File: src/rtl/seq_signed_divider.sv
// Sequential signed divider: restoring shift/subtract on operand magnitudes,
// one quotient bit per cycle, then a sign fix-up cycle. done pulses once per result.
module seq_signed_divider #(
  parameter int N = 32
) (
  input  logic         clk,
  input  logic         rst,
  input  logic         start,
  input  logic [N-1:0] dividend,
  input  logic [N-1:0] divisor,
  output logic         busy,
  output logic         done,
  output logic [N-1:0] quotient,
  output logic [N-1:0] remainder,
  output logic         div_by_zero
);

  localparam int CW = $clog2(N + 1);

  typedef enum logic [1:0] {IDLE, RUN, FIX} state_t;

  state_t         state, state_nxt;
  logic [CW-1:0]  cnt;
  logic [N-1:0]   rem_q, quo_q, dvs_q;
  logic           sign_q, sign_r, zero_q;
  logic           accept;

  logic [N-1:0]   dd_mag, dv_mag;
  logic [N:0]     shifted, diff;
  logic           fits;

  // -2^(N-1) negates to itself, which read unsigned is exactly its magnitude.
  assign dd_mag = dividend[N-1] ? ({N{1'b0}} - dividend) : dividend;
  assign dv_mag = divisor[N-1]  ? ({N{1'b0}} - divisor)  : divisor;

  // The stored partial remainder stays below |divisor|, so after the shift the
  // N+1-bit difference is exact as a signed value and its MSB is the borrow.
  assign shifted = {rem_q, quo_q[N-1]};
  assign diff    = shifted - {1'b0, dvs_q};
  assign fits    = ~diff[N];

  always_ff @(posedge clk or negedge rst) begin
    if (!rst) state <= IDLE;
    else      state <= state_nxt;
  end

  always_comb begin
    state_nxt = state;
    case (state)
      IDLE:    if (start) state_nxt = RUN;
      RUN:     if (cnt == CW'(1)) state_nxt = FIX;
      FIX:     state_nxt = IDLE;
      default: state_nxt = IDLE;
    endcase
  end

  always_comb begin
    busy   = (state != IDLE);
    accept = (state == IDLE) && start;
  end

  always_ff @(posedge clk or negedge rst) begin
    if (!rst) begin
      cnt         <= '0;
      rem_q       <= '0;
      quo_q       <= '0;
      dvs_q       <= '0;
      sign_q      <= 1'b0;
      sign_r      <= 1'b0;
      zero_q      <= 1'b0;
      done        <= 1'b0;
      quotient    <= '0;
      remainder   <= '0;
      div_by_zero <= 1'b0;
    end else begin
      done <= (state == FIX);
      case (state)
        IDLE: if (accept) begin
          rem_q  <= '0;
          quo_q  <= dd_mag;
          dvs_q  <= dv_mag;
          sign_q <= dividend[N-1] ^ divisor[N-1];
          sign_r <= dividend[N-1];
          zero_q <= (divisor == '0);
          cnt    <= CW'(N);
        end
        RUN: begin
          rem_q <= fits ? diff[N-1:0] : shifted[N-1:0];
          quo_q <= {quo_q[N-2:0], fits};
          cnt   <= cnt - CW'(1);
        end
        FIX: begin
          // With a zero divisor the remainder path already yields |dividend|;
          // only the quotient needs forcing to -1.
          quotient    <= zero_q ? {N{1'b1}} : (sign_q ? ({N{1'b0}} - quo_q) : quo_q);
          remainder   <= sign_r ? ({N{1'b0}} - rem_q) : rem_q;
          div_by_zero <= zero_q;
        end
        default: ;
      endcase
    end
  end

endmodule

File: config.mk
export PLATFORM = sky130hd
export DESIGN_NAME = seq_signed_divider
export DESIGN_NICKNAME = d
export VERILOG_FILES = /design/src/rtl/seq_signed_divider.sv
export SDC_FILE = /design/constraint.sdc
export NUM_CORES = 1
export LEC_CHECK = 0
export BUFFER_PORTS_ARGS = -buffer_cell sky130_fd_sc_hd__buf_2
export CORE_MARGIN = 8
export CORE_UTILIZATION = 46
export CTS_BUF_LIST = sky130_fd_sc_hd__clkbuf_2 sky130_fd_sc_hd__clkbuf_4 sky130_fd_sc_hd__clkbuf_8
export CTS_CLUSTER_DIAMETER = 120
export CTS_CLUSTER_SIZE = 25
export DETAILED_ROUTE_END_ITERATION = 12
export HOLD_SLACK_MARGIN = 0.08
export PLACE_DENSITY = 0.76
export SYNTH_ARGS = -nofsm -noshare
export SYNTH_HDL_FRONTEND = slang
export SYNTH_SLANG_ARGS = --single-unit
File: constraint.sdc
create_clock -name clk -period 4.1 [get_ports clk]
set_input_delay 0 -clock clk [delete_from_list [all_inputs] [get_ports clk]]
set_output_delay 0 -clock clk [all_outputs]
set_load 0.005 [all_outputs]
==> results.md <==
* Dpl cells at 1682
* Final Core Density at 0.5696
* I/O pin count at 134
* Synthesized Nets at 1388
* Clock power share at 0.107
* Htree depth at 4
* Mapped Area at 0.01097 sq mm
* DP Wirelength at 21.01 mm
* Final min period at 3.726 ns
* Largest net degree at the start of global routing at 107
* DRT Pass-1 Iters at 5
* Maximum vdd drop at 0.0004794 V
* Routed Antenna Nets at 0
* CP Max Fanout at 11
* Chip width at 170.4 microns
* Worst hold margin at 0.1448 ns
* Slew Viols, Final at 0
* Max Cap Viol at 0
* Post-CTS setup buffer count at 0
* Setup-failing EPs final at 0
* Share of cells above drive strength 1 at 0.1374
* Vias in the first global route at 9964
* Area of the multi-input gates at 0.006213 sq mm
* Pwr Total at 11.31 mW
* Number of synthesized flops with an enable pin at 0
* Slew Limit Headroom at 0.2632
* Crit end category: flip-flop
* Sequential fraction of the synthesis area at 0.3948
* DP Area at 0.01192 sq mm
* Fmax achieved at 0.2684 GHz
* Grt ovf at 0
* CTS tree: yes
* Sw frac at 0.4769
* WL/cell at 16.40 microns
* Leak at 6.081 nW
* Post_cts resized at 0
* Fin worst setup slack at 0.3737 ns
* Net count, final at 1592
* FP Rows at 56
* Combinational power share at 0.590
* Fin Clk Skew at 0.01390 ns
* Min-delay worst type: in2reg
* CP Data Required Time at 4.51 ns
* Synth Instances at 1282
* Overall Global Routing Usage at 0.2077
* Worst EP arrival at 4.14 ns
* Root Buffer: clkbuf_8
* Initial antenna violation count at 2
* Routed WL at 29.85 mm
* Area growth, synth to finish at 21.92%
* GPL Wtd Cong at 0.9069
* Register Area at 0.004329 sq mm
* Die ar. at 0.02903 sq mm
* Number of vias per cell at 5.637
* P per Cell Area at 846.0 mW/mm^2
* Crit Path Class: reg2reg
* Finished Cell Area at 0.01337 sq mm
* Clock tree buffer depth at 2
* IO Port Bufs at 133
* Initial Util at 0.4672
* Status: complete, no violations
* Worst-Skew Late Latency at 0.48 ns
* Cell internal pwr at 5.917 mW
* Post-placement setup slack at 0.4286 ns
* Mean Syn Cell Area at 8.553 sq um
* Seq pwr share at 0.302
* #FFs+latches synth at 173
* Ys Warns at 0
* Post-synthesis async set-or-reset flop share at 1.000
* CTS sink count at 173
* DIE HEIGHT at 170.4 microns
* First DRT Iteration DRCs at 943
* RSZ-0062 raised after global routing: no
* Detailed-route DRC error count at 0
* Fin Setup TNS at 0 ns
* Worst Tran Pin Value at 1.104 ns
* CP Launch Type: flip-flop
* Hold Vio Cnt, Final at 0
* Num CTS Buffers at 17
* Tcrit/Tclk final at 0.9088
* Clock Pin Slew Worst Setup and Hold Paths at 0.10 ns
* Total core area at 0.02347 sq mm
* Global-route wire length before repair at 49.65 mm
* Fill cell count at 2066
* Switching power at 5.393 mW
* Ys flop type: dfrtp_1
* Via count at 10260
* Final Instance Count excl. Fillers at 1820
* Count of different cell masters after synthesis at 66
power groups by stage:
stage                     logic [mW]  clock network [mW]  registers [mW]
after floorplan                 4.89                   0            3.13
after global placement          6.31                   0            3.36
after detailed placement        6.46                   0            3.42
after CTS                       6.60                1.24            3.38
after global routing            7.50                1.30            3.53
final                           6.68                1.21            3.42
metal layers:
metal / wire length [microns] / global-route usage / part of all wire
met1: 14240 / 0.2901 / 0.48
met2: 13070 / 0.3150 / 0.44
met3: 1801 / 0.03846 / 0.060
met4: 731 / 0.07857 / 0.024
met5: 0 / 0 / 0
cell usage in the layout (no fill, tap or decap), drive strengths merged, types with 5 or more instances in the layout:
master | Yosys | final
a21o | 10 | 10
a21oi | 53 | 53
a22oi | 30 | 30
a31oi | 5 | 5
a32oi | 5 | 5
buf | 14 | 147
clkbuf | 52 | 22
dfrtp | 173 | 173
dlygate4sd3 | 0 | 104
ha | 38 | 38
inv | 50 | 52
mux2i | 5 | 5
nand2 | 165 | 165
nand2b | 15 | 15
nand3 | 95 | 95
nor2 | 61 | 61
nor2b | 9 | 9
nor3 | 15 | 15
nor4 | 10 | 10
o211ai | 10 | 10
o21a | 10 | 10
o21ai | 167 | 167
o31ai | 25 | 25
o41ai | 20 | 20
or2 | 12 | 12
or3 | 21 | 21
or4 | 20 | 20
xnor2 | 32 | 32
xor2 | 110 | 110
area by class of cell:
class,instances,share of cell area
timing repair buffer,251,0.1369
inverter,51,0.01432
clock inverter,10,0.007768
tap,319,0.02985
multi-input combinational,992,0.4648
clock buffer,22,0.02218
antenna,2,0.0003744
sequential,173,0.3238
worst paths after layout:
path                             start           to  slack (ns)  depth (start not counted)
setup / recovery             quo_q[31]    rem_q[22]        0.37                         13
setup reg to reg             quo_q[31]    rem_q[22]        0.37                         13
hold reg to reg            quotient[0]  quotient[0]        0.47                          2
hold / removal             divisor[31]       sign_q        0.14                          3
max in group asynchronous          rst     quo_q[0]        2.95                          3
min in group asynchronous          rst  quotient[6]        0.18                          2
Yosys cell counts, types with 5 or more instances:
master	count	area [sq um]
dfrtp_1	173	4329
nand2_1	165	619.3
o21ai_0	162	810.8
xor2_1	110	963.4
nand3_1	94	470.5
nor2_1	61	229.0
a21oi_1	53	265.3
clkbuf_1	52	195.2
inv_1	50	187.7
ha_1	38	475.5
xnor2_1	31	271.5
a22oi_1	30	225.2
o31ai_1	24	180.2
or3_1	21	131.4
o41ai_1	19	166.4
or4_1	19	142.6
nand2b_1	15	93.84
nor3_1	15	75.07
or2_2	11	68.82
a21o_1	10	75.07
o211ai_1	10	75.07
o21a_1	10	75.07
buf_1	9	33.78
nor2b_1	9	56.30
nor4_1	9	56.30
a31oi_1	5	31.28
a32oi_1	5	43.79
buf_2	5	25.02
mux2i_1	5	50.05
repair_timing:
| item | CTS | global route |
|---|---|---|
| endpoints found under the hold margin | 170 | 0 |
| setup endpoints to repair | 0 | 0 |
| hold buffers | 104 | 0 |
registers in the layout, indices dropped and copies added (netlist names):
register     flops
quotient        32
state            2
rem_q           32
remainder       32
sign_r           1
quo_q           32
sign_q           1
div_by_zero      1
cnt              6
zero_q           1
done             1
dvs_q           32
critical path: stages, from the launching register on:
cell and delay [ns]:
dfrtp_1 0.42, inv_1 0.07, ha_1 0.22, fa_1 0.39
nor2b_1 0.22, o31ai_1 0.16, a211oi_1 0.32, o21ai_1 0.23
nor3_1 0.34, o41a_1 0.26, xnor2_2 0.20, buf_4 0.23
or4_1 0.52, nand2_1 0.08
kinds of logic after synthesis:
kind of cell,count (synthesis),synth area share
mux,5,0.004564
xor+xnor,142,0.1141
flops,173,0.3948
simple gates,443,0.1949
buf+inv,117,0.04062
fa+ha+maj,39,0.04519
compound gates,363,0.2058
No activity file was read; power rests on OpenSTA's default activity.
